**src/rtl/if_fetch.sv**
```systemverilog
// rtl/if_fetch.sv - instruction fetch stage with in-order request tracking and redirect flush
//
// Purpose: issues word-aligned instruction memory requests from a fetch PC,
// tracks outstanding requests in order, buffers returned instructions in a
// DEPTH-entry FIFO and presents them to decode. A jump redirects the PC,
// clears the buffer and drops every response still in flight.
//
// Ports:
//   clk           sole clock, rising edge
//   rst           asynchronous active-low reset
//   jump_flag_i   redirect request from ex
//   jump_addr_i   redirect target (low two bits ignored)
//   mem_req_o     instruction memory request
//   mem_addr_o    request address (word aligned)
//   mem_gnt_i     request accepted when mem_req_o & mem_gnt_i
//   mem_rvalid_i  in-order response valid
//   mem_rdata_i   response instruction word
//   inst_o        instruction to id (NOP_INST when nothing valid)
//   inst_addr_o   address of inst_o (last presented address when idle)
//   inst_valid_o  inst_o / inst_addr_o valid
//   inst_ready_i  id accepts; transfer on inst_valid_o & inst_ready_i
module if_fetch #(
    parameter logic [31:0] RESET_PC = 32'h0000_0000,
    parameter int          DEPTH    = 2,
    parameter logic [31:0] NOP_INST = 32'h0000_0013
) (
    input  logic        clk,
    input  logic        rst,
    input  logic        jump_flag_i,
    input  logic [31:0] jump_addr_i,
    output logic        mem_req_o,
    output logic [31:0] mem_addr_o,
    input  logic        mem_gnt_i,
    input  logic        mem_rvalid_i,
    input  logic [31:0] mem_rdata_i,
    output logic [31:0] inst_o,
    output logic [31:0] inst_addr_o,
    output logic        inst_valid_o,
    input  logic        inst_ready_i
);

    localparam int PW = (DEPTH > 1) ? $clog2(DEPTH) : 1;
    localparam int CW = $clog2(DEPTH + 1);
    localparam logic [PW-1:0] LAST_IDX = PW'(DEPTH - 1);
    localparam logic [CW-1:0] DEPTH_C  = CW'(DEPTH);

    typedef enum logic {ST_RUN, ST_FLUSH} state_t;

    state_t          r_state;
    state_t          w_state_nxt;

    logic [31:0]     r_pc;
    logic [31:0]     r_last_addr;
    logic [CW-1:0]   r_out_cnt;
    logic [CW-1:0]   r_drop_cnt;
    logic [CW-1:0]   r_fifo_cnt;
    logic [PW-1:0]   r_fifo_rd;
    logic [PW-1:0]   r_fifo_wr;
    logic [PW-1:0]   r_aq_rd;
    logic [PW-1:0]   r_aq_wr;
    logic [31:0]     r_fifo_inst [DEPTH];
    logic [31:0]     r_fifo_addr [DEPTH];
    logic [31:0]     r_aq        [DEPTH];

    logic            w_grant;
    logic            w_resp;
    logic            w_resp_drop;
    logic            w_push;
    logic            w_pop;
    logic [CW:0]     w_occ_sum;
    logic [CW-1:0]   w_out_nxt;
    logic [CW-1:0]   w_drop_nxt;
    logic [31:0]     w_head_addr;

    function automatic logic [PW-1:0] ptr_inc(input logic [PW-1:0] p);
        return (p == LAST_IDX) ? '0 : p + 1'b1;
    endfunction

    // Dropped (stale) responses still occupy request slots, so the limit
    // counts them until they come back.
    assign w_occ_sum    = {1'b0, r_fifo_cnt} + {1'b0, r_out_cnt};
    assign mem_req_o    = rst & ~jump_flag_i & (w_occ_sum < {1'b0, DEPTH_C});
    assign mem_addr_o   = r_pc;

    assign w_grant      = mem_req_o & mem_gnt_i;
    // A response with nothing outstanding cannot be attributed; ignore it.
    assign w_resp       = mem_rvalid_i & (r_out_cnt != '0);
    assign w_resp_drop  = w_resp & (r_state == ST_FLUSH);
    assign w_push       = w_resp & (r_state == ST_RUN) & ~jump_flag_i;
    assign w_pop        = inst_valid_o & inst_ready_i & ~jump_flag_i;
    assign w_out_nxt    = r_out_cnt + CW'(w_grant) - CW'(w_resp);

    assign w_head_addr  = r_fifo_addr[r_fifo_rd];
    assign inst_valid_o = (r_fifo_cnt != '0);
    assign inst_o       = inst_valid_o ? r_fifo_inst[r_fifo_rd] : NOP_INST;
    assign inst_addr_o  = inst_valid_o ? w_head_addr : r_last_addr;

    // FLUSH lasts exactly as long as responses remain to be discarded; a
    // jump reloads the count with whatever is still in flight after this cycle.
    always_comb begin
        w_state_nxt = r_state;
        w_drop_nxt  = r_drop_cnt;
        if (jump_flag_i) begin
            w_drop_nxt  = w_out_nxt;
            w_state_nxt = (w_out_nxt != '0) ? ST_FLUSH : ST_RUN;
        end else if (w_resp_drop) begin
            w_drop_nxt = r_drop_cnt - 1'b1;
            if (r_drop_cnt == CW'(1)) begin
                w_state_nxt = ST_RUN;
            end
        end
    end

    always_ff @(posedge clk or negedge rst) begin
        if (!rst) begin
            r_state <= ST_RUN;
        end else begin
            r_state <= w_state_nxt;
        end
    end

    always_ff @(posedge clk or negedge rst) begin
        if (!rst) begin
            r_pc        <= RESET_PC;
            r_last_addr <= RESET_PC;
            r_out_cnt   <= '0;
            r_drop_cnt  <= '0;
            r_fifo_cnt  <= '0;
            r_fifo_rd   <= '0;
            r_fifo_wr   <= '0;
            r_aq_rd     <= '0;
            r_aq_wr     <= '0;
        end else begin
            r_out_cnt  <= w_out_nxt;
            r_drop_cnt <= w_drop_nxt;

            if (jump_flag_i) begin
                r_pc <= jump_addr_i & 32'hFFFF_FFFC;
            end else if (w_grant) begin
                r_pc <= r_pc + 32'd4;
            end

            // The address queue is never cleared by a jump: dropped
            // responses still consume their entries in order.
            if (w_grant) begin
                r_aq_wr <= ptr_inc(r_aq_wr);
            end
            if (w_resp) begin
                r_aq_rd <= ptr_inc(r_aq_rd);
            end

            if (jump_flag_i) begin
                r_fifo_cnt <= '0;
                r_fifo_rd  <= '0;
                r_fifo_wr  <= '0;
            end else begin
                if (w_push) begin
                    r_fifo_wr <= ptr_inc(r_fifo_wr);
                end
                if (w_pop) begin
                    r_fifo_rd <= ptr_inc(r_fifo_rd);
                end
                r_fifo_cnt <= r_fifo_cnt + CW'(w_push) - CW'(w_pop);
            end

            if (inst_valid_o) begin
                r_last_addr <= w_head_addr;
            end
        end
    end

    always_ff @(posedge clk) begin
        if (w_grant) begin
            r_aq[r_aq_wr] <= r_pc;
        end
        if (w_push) begin
            r_fifo_inst[r_fifo_wr] <= mem_rdata_i;
            r_fifo_addr[r_fifo_wr] <= r_aq[r_aq_rd];
        end
    end

endmodule

```
**config.mk**
```make
export PLATFORM = sky130hd
export DESIGN_NAME = if_fetch
export DESIGN_NICKNAME = d
export VERILOG_FILES = /design/src/rtl/if_fetch.sv
export SDC_FILE = /design/constraint.sdc
export NUM_CORES = 1
export LEC_CHECK = 0
export CAP_MARGIN = 10
export CELL_PAD_IN_SITES_DETAIL_PLACEMENT = 0
export CELL_PAD_IN_SITES_GLOBAL_PLACEMENT = 1
export CORE_AREA = 2 2 150 181
export DETAILED_ROUTE_END_ITERATION = 6
export DIE_AREA = 0 0 152 183
export PLACE_DENSITY_LB_ADDON = 0.1
export SYNTH_ARGS = -nofsm -noshare
export SYNTH_HDL_FRONTEND = slang
export SYNTH_SLANG_ARGS = --single-unit
```
**constraint.sdc**
```tcl
create_clock -name clk -period 3.7 [get_ports clk]
set_input_delay 0.37 -clock clk [delete_from_list [all_inputs] [get_ports clk]]
set_output_delay 0.37 -clock clk [all_outputs]
set_load 0.05 [all_outputs]
```
==> qor.csv, run 1 <==
stage,metric,value,unit
outcome,outcome,finished clean,
final_layout,area delta synth->final,28.8,%
yosys,Syn Area/Cell,14.6,µm²
yosys,Post-Synth Adder-Cell Area,0.00927,
final_layout,"commonest non-fill, non-tap cell in the layout",edfxtp_1,
die,row cnt,65,
clocking,CTS resizes,0,
route,drt drc,0,
timing,Final min period,3.11,ns
final_layout,layout cells sized above 1,0.0998,
global_routing,gr usage total,0.163,
timing,slew at the pin closest to its max-slew limit,1.01,ns
yosys,cell count after synthesis,704,
yosys,multiplexer share of the synthesized area,0.0954,
route,Routed WL,22500,µm
yosys,Yosys warning total,0,
pwr,Leak,4.60,nW
clocking,H-tree lvl count,1,
global_routing,largest net degree at the start of global routing,93,
yosys,Main synth FF type,edfxtp_1,
route,DR WL/cell,18.3,µm
final_layout,"non-filler cells, final",1227,
timing,Setup TNS,0,ns
yosys,"FFs w/ async S/R, synth",0.284,
placed_design,Cells after DPL,1178,
die,Die Wd,152,µm
yosys,largest area contributor in the netlist,edfxtp_1,
timing,worst setup margin,0.594,ns
yosys,Synth cell types,47,
timing,final hold vios,0,
pwr,Pwr Density,706,nW/µm²
route,initial drt markers,375,
die,IO Pins,168,
worst_setup_path,worst-path fanout max,32,
yosys,number of synthesized register bits,257,
final_layout,post-layout util,0.506,
clocking,hold buffers post-CTS,0,
clocking,clock tree buffer depth,3,
clocking,Setup Buffers After CTS,0,
timing,setup violators final,0,
timing,period utilization,0.840,
timing,Max Freq,322,MHz
worst_setup_path,Critical Path RT,3.33,ns
clocking,Clock Latency Late Sink,0.52,ns
placed_design,pre-CTS WS,0.890,ns
final_layout,most frequent cells in the layout,"edfxtp_1 (184), clkdlybuf4s50_1 (161), dfrtp_1 (72)",
die,Die ar.,27800,µm²
placed_design,RePlAce Congestion,0.837,
timing,RSZ-0062 raised after global routing,no,
die,Core ar.,26100,µm²
global_routing,initial antenna violation count,0,
yosys,sequential fraction of the synthesis area,0.717,
pwr,Worst VDD drop,305,µV
yosys,post-synthesis compound-gate area fraction,0.0469,
final_layout,fill count,2205,
route,detail-routed via count per cell,5.11,
pwr,Final Power,9.33,mW
timing,Final Skew,0.00981,ns
worst_setup_path,Crit Path Category,register to output pin,
placed_design,DP HPWL,14300,µm
min_path,HP Class,primary input to async pin,
timing,count of final max-slew check failures,0,
global_routing,GRT Residual Overflow,0,
clocking,Clock Pin Slew Worst Setup and Hold Paths,0.06,ns
final_layout,Nets,949,
timing,max_slew headroom,0.325,
yosys,main combinational cell family by area after synthesis,simple AND/OR/NAND/NOR gates,
yosys,Post-synth EDFFs,184,
die,Initial Utilization,0.393,
global_routing,vias in the first global route,6435,
final_layout,n_diodes,0,
worst_setup_path,Worst setup SP type,register,
route,first-pass detailed-route iteration total,5,
clocking,CTS root buf,clkbuf_16,
yosys,Post-Synth XOR/XNOR Area,0.0137,
run,MaxCap Viol Count,0,
clocking,# clock sinks,257,
yosys,mapped cell area,10300,µm²
die,die span in y,183,µm
yosys,post-synth top area share,0.539,
yosys,Synth Area in Simple Gates,0.0987,
yosys,ranking of synthesized cells by area,"edfxtp_1 (54%), dfrtp_1 (18%), mux2i_1 (6.2%)",
global_routing,first-pass GRT wire length,35900,µm
route,routed vias,6272,
worst_setup_path,CP arrival,2.74,ns
placed_design,IO buf count,163,
worst_setup_path,Setup crit end kind,output pin,
route,antenna-violating nets left,0,
clocking,CTS tree,built,
clocking,Num CTS Buffers,27,
-- worst paths after layout --
path,startpoint,to,slack (ns),depth (start not counted)
min,rst,r_aq_wr,0.12,2
max,r_fifo_rd,inst_o[29],0.59,4
min in group clk,rst,r_aq_wr,0.40,4
max in group asynchronous,rst,r_fifo_rd,2.80,2
min reg2reg,r_aq_rd,r_aq_rd,0.48,1
max reg2reg,r_fifo_cnt[0],r_state,0.86,11
-- final cells by class --
class / instances / area [µm²] / share of cell area
sequential: 257 / 7360 / 0.557
multi-input combinational: 401 / 2740 / 0.207
timing repair buffer: 175 / 1770 / 0.134
clock buffer: 39 / 741 / 0.0561
tap: 335 / 419 / 0.0317
clock inverter: 10 / 146 / 0.0111
inverter: 10 / 37.5 / 0.00284
-- report_power, final --
part	leakage [nW]	switching, mW	internal (mW)
Sequential	2.55	0.223	3.52
Clock	0.432	1.03	1.66
Combinational	1.61	1.90	0.992
Total	4.60	3.15	6.17
-- critical path, cell delays in order, from the launching register on --
cell	delay [ns]
dfrtp_4	0.82
buf_12	0.33
mux2i_1	0.11
nor2_1	0.11
clkdlybuf4s50_1	0.81
-- synthesized netlist by cell type, types with 9 or more instances --
cell type	n
inv_1	9
clkbuf_1	22
nor2_1	53
dfrtp_1	73
or4_1	18
nand2_1	64
nand3_1	19
o21ai_0	43
nand4_1	18
mux2_2	30
a31oi_1	10
edfxtp_1	184
o31ai_1	9
mux2i_1	64
-- state kept, by name, summed over array words and instances, names as in the netlist --
| signal | flops |
|---|---|
| r_out_cnt | 2 |
| r_aq | 60 |
| r_aq_rd | 1 |
| r_fifo_wr | 1 |
| mem_addr_o | 30 |
| r_fifo_addr | 60 |
| r_fifo_rd | 1 |
| r_last_addr | 32 |
| r_state | 1 |
| r_drop_cnt | 2 |
| r_fifo_inst | 64 |
| r_fifo_cnt | 2 |
| r_aq_wr | 1 |
-- stage by stage --
| stage | hold WS [ns] | area, µm² |
|---|---|---|
| 3_3_place_gp | 0.465 | 12300 |
| 5_1_grt | 0.215 | 13200 |
| 6_report | 0.123 | 13200 |
| 4_1_cts | 0.183 | 13200 |
| 3_5_place_dp | 0.466 | 12300 |
| 2_1_floorplan | 0.0744 | 10300 |
-- routing by layer --
layer  vias up  GRT usage  routed length (µm)
met1      3053      0.218                9970
met5         -          0                   0
met4         0     0.0456                 425
li1       2988          -                   -
met2       207      0.276               10900
met3        24     0.0258                1180
-- logic make-up (layout without fill, tap and decap cells) --
kind of cell | after synthesis | after routing
DFF | 257 | 257
xor gates and xnor gates | 16 | 16
and+or+nand+nor | 203 | 203
other | 1 | 2
buffers and inverters | 47 | 234
AOI/OAI and AO/OA | 79 | 79
adders and majority gates | 7 | 7
muxes | 94 | 94
Note: power is estimated with default switching activity, not from simulation.
==> run 2: changes to the inputs <==
--- a/config.mk
+++ b/config.mk
@@ -8,9 +8,9 @@
 export CAP_MARGIN = 10
 export CELL_PAD_IN_SITES_DETAIL_PLACEMENT = 0
 export CELL_PAD_IN_SITES_GLOBAL_PLACEMENT = 1
-export CORE_AREA = 2 2 150 181
+export CORE_AREA = 2 2 143 173
 export DETAILED_ROUTE_END_ITERATION = 6
-export DIE_AREA = 0 0 152 183
+export DIE_AREA = 0 0 145 175
 export PLACE_DENSITY_LB_ADDON = 0.1
 export SYNTH_ARGS = -nofsm -noshare
 export SYNTH_HDL_FRONTEND = slang
==> constraint.sdc (replaced) <==
create_clock -name clk -period 3.2 [get_ports clk]
set_input_delay 0.32 -clock clk [delete_from_list [all_inputs] [get_ports clk]]
set_output_delay 0.32 -clock clk [all_outputs]
set_load 0.05 [all_outputs]
==> run 2 against run 1 <==
Compared with the run above: utilization increased by 4.7 points; die area decreased by 8.8%; largest power group unchanged; routed wire length decreased by 2.8%; clock power increased by 6%; sequential power increased by 15%; critical endpoint is now inst_addr_o[8]; cell count decreased by 1.1%; first-iteration DRC count decreased by 7.5%; via count decreased by 0.48%; clock skew decreased by 0.00070 ns.
==> qor.csv, run 2 (synthesis gave the netlist of run 1 again) <==
stage,metric,value,unit,change
timing,worst setup margin,0.200,ns,-0.394 ns
clocking,CTS root buf,clkbuf_16,,
route,drt drc,0,,unchanged
timing,period utilization,0.938,,
die,die span in y,175,µm,-4.4%
placed_design,IO buf count,163,,unchanged
die,Die ar.,25400,µm²,-8.8%
die,Initial Utilization,0.433,,+0.0406
pwr,Worst VDD drop,432,µV,+42%
worst_setup_path,Worst setup SP type,register,,
global_routing,initial antenna violation count,0,,unchanged
clocking,CTS tree,built,,
timing,final hold vios,0,,unchanged
placed_design,Cells after DPL,1169,,-0.76%
global_routing,largest net degree at the start of global routing,63,,-32%
clocking,CTS resizes,0,,unchanged
clocking,# clock sinks,257,,unchanged
timing,Max Freq,333,MHz,
die,row cnt,62,,-4.6%
route,first-pass detailed-route iteration total,5,,unchanged
route,initial drt markers,347,,-7.5%
clocking,clock tree buffer depth,3,,unchanged
timing,setup violators final,0,,unchanged
worst_setup_path,CP arrival,2.68,ns,-0.06 ns
min_path,HP Class,primary input to async pin,,
final_layout,layout cells sized above 1,0.123,,+0.0234
worst_setup_path,Setup crit end kind,output pin,,
route,antenna-violating nets left,0,,unchanged
global_routing,GRT Residual Overflow,0,,unchanged
clocking,Clock Latency Late Sink,0.51,ns,about the same
timing,Final Skew,0.00911,ns,-0.000699 ns
route,routed vias,6242,,-0.48%
placed_design,pre-CTS WS,0.401,ns,-0.489 ns
timing,count of final max-slew check failures,0,,unchanged
worst_setup_path,Crit Path Category,register to output pin,,
global_routing,vias in the first global route,6348,,-1.4%
die,Die Wd,145,µm,-4.6%
worst_setup_path,Critical Path RT,2.88,ns,-0.45 ns
placed_design,DP HPWL,14500,µm,+1.4%
clocking,Setup Buffers After CTS,0,,unchanged
timing,RSZ-0062 raised after global routing,no,,
worst_setup_path,worst-path fanout max,30,,-6.3%
pwr,Leak,4.59,nW,-0.12%
clocking,hold buffers post-CTS,1,,+1
final_layout,biggest regs,"r_fifo_inst x64, r_aq x60, r_fifo_addr x60",,
final_layout,"non-filler cells, final",1213,,-1.1%
timing,slew at the pin closest to its max-slew limit,0.843,ns,-0.170 ns
placed_design,RePlAce Congestion,0.821,,-1.9%
pwr,Final Power,10.5,mW,+12%
final_layout,fill count,1954,,-11%
route,detail-routed via count per cell,5.15,,+0.67%
timing,max_slew headroom,0.438,,+0.113
clocking,Num CTS Buffers,25,,-7.4%
route,Routed WL,21900,µm,-2.8%
final_layout,max reg flops,64,,unchanged
final_layout,area delta synth->final,27.7,%,
die,IO Pins,168,,unchanged
global_routing,first-pass GRT wire length,34700,µm,-3.3%
timing,Setup TNS,0,ns,unchanged
clocking,H-tree lvl count,1,,unchanged
pwr,Pwr Density,800,nW/µm²,+13%
route,DR WL/cell,18.0,µm,-1.6%
final_layout,"commonest non-fill, non-tap cell in the layout",edfxtp_1,,
final_layout,n_diodes,0,,unchanged
final_layout,Nets,954,,+0.53%
timing,Final min period,3.00,ns,
die,Core ar.,23700,µm²,-9.4%
final_layout,largest register by flop count,r_fifo_inst,,
global_routing,gr usage total,0.172,,+0.00944
final_layout,most frequent cells in the layout,"edfxtp_1 (184), clkdlybuf4s50_1 (142), dfrtp_1 (72)",,
run,MaxCap Viol Count,0,,unchanged
clocking,Clock Pin Slew Worst Setup and Hold Paths,0.06,ns,about the same
outcome,outcome,finished clean,,
[run 2: cell count changes in the layout (fill, tap and decap cells not counted), sizes merged, moves of 2 or more]
cell           previous run  this run
clkdlybuf4s50           161       142
buf                      14        39
clkinvlp                  0         2
clkbuf                   39        33
[run 2: layout make-up]
cell class,instances,area (µm²),share of cell area
clock buffer,33,656,0.0501
clock inverter,10,126,0.00965
inverter,10,37.5,0.00287
multi-input combinational,401,2740,0.209
sequential,257,7360,0.562
tap,320,400,0.0306
timing repair buffer,182,1770,0.136
[run 2: path summary, 6_finish.rpt]
kind | start | endpoint | slack [ns] | cells after the start
min in group clk | jump_addr_i[25] | mem_addr_o[25] | 0.37 | 3
max | r_fifo_cnt[1] | inst_addr_o[8] | 0.20 | 4
min reg2reg | r_aq_rd | r_aq_rd | 0.47 | 1
max in group asynchronous | rst | r_fifo_rd | 1.78 | 3
max reg2reg | r_fifo_cnt[0] | r_state | 0.39 | 11
min | rst | mem_addr_o[9] | 0.22 | 2
[run 2: where the power goes]
part	total [mW]	switching (mW)	internal (mW)	leakage, nW
Combinational	3.31	2.21	1.11	1.66
Sequential	4.31	0.244	4.07	2.55
Clock	2.84	1.16	1.67	0.373
[run 2: worst max-delay path, cell delays in order, from the launching register on]
cell and delay (ns):
dfrtp_1 0.45, nor2_4 0.57, nand2_1 0.13, o21ai_0 0.15, clkdlybuf4s50_1 0.86
[run 2: through the flow]
stage / utilization / hold WS (ns) / area, µm²
after CTS: 0.553 / 0.221 / 13100
after global placement: 0.520 / 0.214 / 12300
after floorplan: - / 0.0244 / 10300
after global routing: 0.553 / 0.231 / 13100
final: 0.553 / 0.222 / 13100
after detailed placement: 0.520 / 0.220 / 12300
[run 2: layer usage]
metal / vias up / part of all wire / track usage
met5: - / 0 / 0
met4: 0 / 0.020 / 0.0458
met3: 35 / 0.066 / 0.0329
met2: 203 / 0.50 / 0.298
met1: 3024 / 0.42 / 0.223
li1: 2980 / - / -
==> RTL change 1: new RTL, config.mk and constraints of run 2 <==
The parameter `DEPTH` goes from 2 to 1.
--- a/src/rtl/if_fetch.sv
+++ b/src/rtl/if_fetch.sv
@@ -21,7 +21,7 @@
 //   inst_ready_i  id accepts; transfer on inst_valid_o & inst_ready_i
 module if_fetch #(
     parameter logic [31:0] RESET_PC = 32'h0000_0000,
-    parameter int          DEPTH    = 2,
+    parameter int          DEPTH    = 1,
     parameter logic [31:0] NOP_INST = 32'h0000_0013
 ) (
     input  logic        clk,
Check against the original RTL: not equivalent (a bounded check fails within 4 cycles, from zero or initial values and one cycle with rst low).
==> RTL change 1 against run 2 <==
  * Design area down 33%
  * Clock power shrank 29%
  * Count of clock-buffer cells in the layout decreased by 15
  * Area after synthesis shrank 41%
  * Sequential cell count shrank 99
  * Combinational power fell by 55%
  * Register-to-register slack improved by 610 ps
  * Synthesized cell count fell by 42%
  * Total power down 43%
  * Worst setup slack improved by 350 ps
  * Non-clock buffer count shrank 8
  * Wire length decreased by 33%
  * First-iteration DRC count decreased by 62%
==> RTL change 1: results (changes against run 2) <==
status: "complete, no violations"  # unchanged
synth.top_cells.by_count: "edfxtp_1, dfrtp_1, nand2_1, mux2_2, and2_1"  # was edfxtp_1, dfrtp_1, mux2i_1, nand2_1, nor2_1
routabilityCongestion: 0.699  # was 0.821
dr.max_layer_used: "met5"  # was met4
antenna_found_initial: 1  # was 0
wl_um: 14700  # was 21900 um
gr-usage-all-layers: 0.120  # was 0.172
drive_gt1_frac: 0.143  # was 0.123
drtPass1Iterations: 4  # was 5
numCtsBuffers: 17  # was 25
multi_input_gates: 229  # was 401
synth_edf_count: 92  # was 184
clk_share: 0.0672  # was 0.0597
p_total_mw: 5.98  # was 10.5 mW
placed_cells: 883  # was 1169
ys_seq_area_frac: 0.725  # was 0.717
multi_input_area_share: 0.181  # was 0.209
globalRouteMet3Util: 0.0360  # was 0.0329
hpwl_um: 9850  # was 14500 um
syn_area_um2: 6090  # was 10300 um2
stdcell_count: 916  # was 1213
powerClk_mw: 2.01  # was 2.84 mW
seq_share: 0.506  # was 0.562
top_regs: "r_fifo_inst x32, r_last_addr x32"  # was r_fifo_inst x64, r_aq x60, r_fifo_addr x60
hold_class: "reg -> reg"  # was in -> async
comb_power_mw: 1.49  # was 3.31 mW
worst_ep_arrival_time_ps: 2330  # was 2680 ps
pre_cts_ws_ps: 712  # was 401 ps
ys_top_cells_by_area: "edfxtp_1, dfrtp_1, mux2_2"  # was edfxtp_1, dfrtp_1, mux2i_1
finalClockSkew_ps: 14.8  # was 9.11 ps
wl_met2_um: 7410  # was 10800 um
cts_max_level: 4  # was 1
routed_via_density: 4.15  # was 5.15
syn_area_per_cell_um2: 15.0  # was 14.6 um2
dr_wl_met3_um: 775  # was 1450 um
clkLatencyLatePin_ps: 420  # was 510 ps
ir_drop_mv: 0.333  # was 0.432 mV
crit_path_end: "inst_addr_o[16]"  # was inst_addr_o[8]
num-nonclk-buffers: 174  # was 182
switching_power_mw: 1.90  # was 3.61 mW
use_met2: 0.203  # was 0.298
synthArstFlopShare: 0.418  # was 0.284
leakagePower_nw: 3.11  # was 4.59 nW
r2r-end: "mem_addr_o[26]"  # was r_state
finalInstanceArea_um2: 8730  # was 13100 um2
nets: 654  # was 954
flops_and_latches: 158  # was 257
drt_iter0_drc: 133  # was 347
reg2reg_slack_ps: 1000  # was 390 ps
max_stage_delay_ps: 700  # was 860 ps
wl_met1_um: 6320  # was 9150 um
fillers: 2308  # was 1954
grt_pass1_wl_um: 22900  # was 34700 um
## RTL change 1: cell count changes after synthesis, moves of 9 or more
cell and change:
edfxtp_1 -92, mux2i_1 -63, nor2_1 -45, and2_1 +26, nand2_1 -25, o21ai_0 -21
or4_1 -16, clkbuf_1 -14, a31oi_1 -10, nand4_1 -9, o21ai_1 +9, o31ai_1 -9
## RTL change 1: cell families after synthesis
group,after synthesis,synth area share
DFF,158,0.725
and+or+nand+nor,131,0.123
AOI/OAI and AO/OA,34,0.0296
muxes,32,0.0590
xor gates and xnor gates,29,0.0417
buffers and inverters,21,0.0193
adders and majority gates,1,0.00205
other,1,0.000616
## RTL change 1: worst min path at each step
stage / start / to / slack (ps)
after detailed placement: rst / mem_addr_o[7] / 400
after CTS: r_aq[0][3] / r_fifo_addr[0][3] / 420
after global placement: r_aq[0][29] / r_fifo_addr[0][29] / 400
after floorplan: rst / inst_valid_o / 20
after global routing: r_aq[0][5] / r_fifo_addr[0][5] / 420
final: r_aq[0][28] / r_fifo_addr[0][28] / 420
==> RTL change 2: new RTL, settings of run 2 <==
Without the edit above. Make the reset (`rst`) synchronous in 2 clocked blocks. Comments in the files are not updated.
--- a/src/rtl/if_fetch.sv
+++ b/src/rtl/if_fetch.sv
@@ -111,7 +111,7 @@
         end
     end
 
-    always_ff @(posedge clk or negedge rst) begin
+    always_ff @(posedge clk) begin
         if (!rst) begin
             r_state <= ST_RUN;
         end else begin
@@ -119,7 +119,7 @@
         end
     end
 
-    always_ff @(posedge clk or negedge rst) begin
+    always_ff @(posedge clk) begin
         if (!rst) begin
             r_pc        <= RESET_PC;
             r_last_addr <= RESET_PC;
Behaviour: differs if rst is asserted again (counterexample within 4 cycles, from zero or initial values and one cycle with rst low); with rst held inactive, the same outputs for 4 cycles.
==> RTL change 2 against run 2 <==
  * Utilization up 0.85 points
  * Area after synthesis increased by 0.78%
  * Sequential share of layout area shrank 3.3 points
  * Worst setup slack improved by 63 ps
  * Wire length increased by 2.9%
  * Design area up 1.5%
  * Sequential cell count up 2
  * Worst hold slack better by 150 ps
  * Non-clock buffer count decreased by 3
Power is not compared: it rests on default switching activity, and its combinational part moved more than twofold at a synthesized area within 25%.
==> RTL change 2: results (changes against run 2) <==
status: "complete, no violations"  # unchanged
ys_top_cells_by_area: "edfxtp_1, dfxtp_1, mux2i_1"  # was edfxtp_1, dfrtp_1, mux2i_1
dr_wl_met3_um: 1270  # was 1450 um
hold_ws_ps: 374  # was 222 ps
nets: 1009  # was 954
rr_worst_depth: 12  # was 11
grt_pass1_wl_um: 35500  # was 34700 um
wl_met2_um: 11200  # was 10800 um
placed_area_um2: 12400  # was 12300 um2
hold_class: "in -> reg"  # was in -> async
drt_iter0_drc: 357  # was 347
vias: 6551  # was 6242
r2r-end: "r_drop_cnt[1]"  # was r_state
numCtsBuffers: 26  # was 25
crit_fanout: 28  # was 30
wl_met1_um: 9560  # was 9150 um
gr-usage-all-layers: 0.177  # was 0.172
reg2reg_slack_ps: 270  # was 390 ps
placed_cells: 1224  # was 1169
drive_gt1_frac: 0.108  # was 0.123
synth.top_cells.by_count: "edfxtp_1, dfxtp_1, mux2i_1, nand2_1, nor2_1"  # was edfxtp_1, dfrtp_1, mux2i_1, nand2_1, nor2_1
tightestPinTransition_ps: 705  # was 843 ps
clkLatencyLatePin_ps: 530  # was 510 ps
ys_types: 52  # was 47
pre_cts_ws_ps: 290  # was 401 ps
synthCells: 769  # was 704
grt_max_degree: 95  # was 63
routabilityCongestion: 0.863  # was 0.821
==> RTL change 2: changes by cell type in the layout (fill, tap and decap cells not counted), moves of 8 or more <==
cell / run 2 / this run
buf_4: 35 / 11
and2_1: 4 / 38
clkdlybuf4s50_1: 142 / 161
dfrtp_1: 72 / 0
or4_1: 18 / 9
nor3_1: 1 / 10
dfxtp_1: 0 / 74
a211oi_1: 0 / 8
==> RTL change 2: worst max-delay path by stage <==
stage,cells after the start,from,to,slack (ps)
global route,4,register,inst_addr_o[27],80
floorplan,3,r_out_cnt[1],r_fifo_addr[0][10],-620
CTS,4,register,inst_addr_o[27],200
finish,4,register,inst_addr_o[22],260
detailed placement,12,r_fifo_cnt[0],r_drop_cnt[1],290
global placement,12,r_fifo_cnt[0],r_drop_cnt[1],400
==> RTL change 2: power breakdown <==
part	total (mW)	leakage [nW]	switching [mW]	internal, mW
clock network	3.06	0.432	1.21	1.86
registers	3.97	2.29	0.115	3.85
logic	1.26	1.61	0.766	0.493
==> RTL change 2: final cells by class <==
class	instances	area (um2)
Fill cell	1942	10400
Timing Repair Buffer	179	1830
Multi-Input combinational cell	454	3090
Clock buffer	37	742
Inverter	12	45.0
Clock inverter	11	145
Tap cell	320	400
Sequential cell	259	7030
==> RTL change 2: cell families (layout without fill, tap and decap cells) <==
logic type / after synthesis / after routing / synth area share
AO/OA/AOI/OAI: 98 / 98 / 0.0588
XOR/XNOR: 17 / 17 / 0.0144
adder cells (fa/ha/maj): 7 / 7 / 0.00920
buffers and inverters: 57 / 239 / 0.0235
flip-flops: 259 / 259 / 0.680
multiplexers: 94 / 94 / 0.0948
other: 1 / 2 / 0.000363
AND/OR/NAND/NOR: 236 / 236 / 0.119
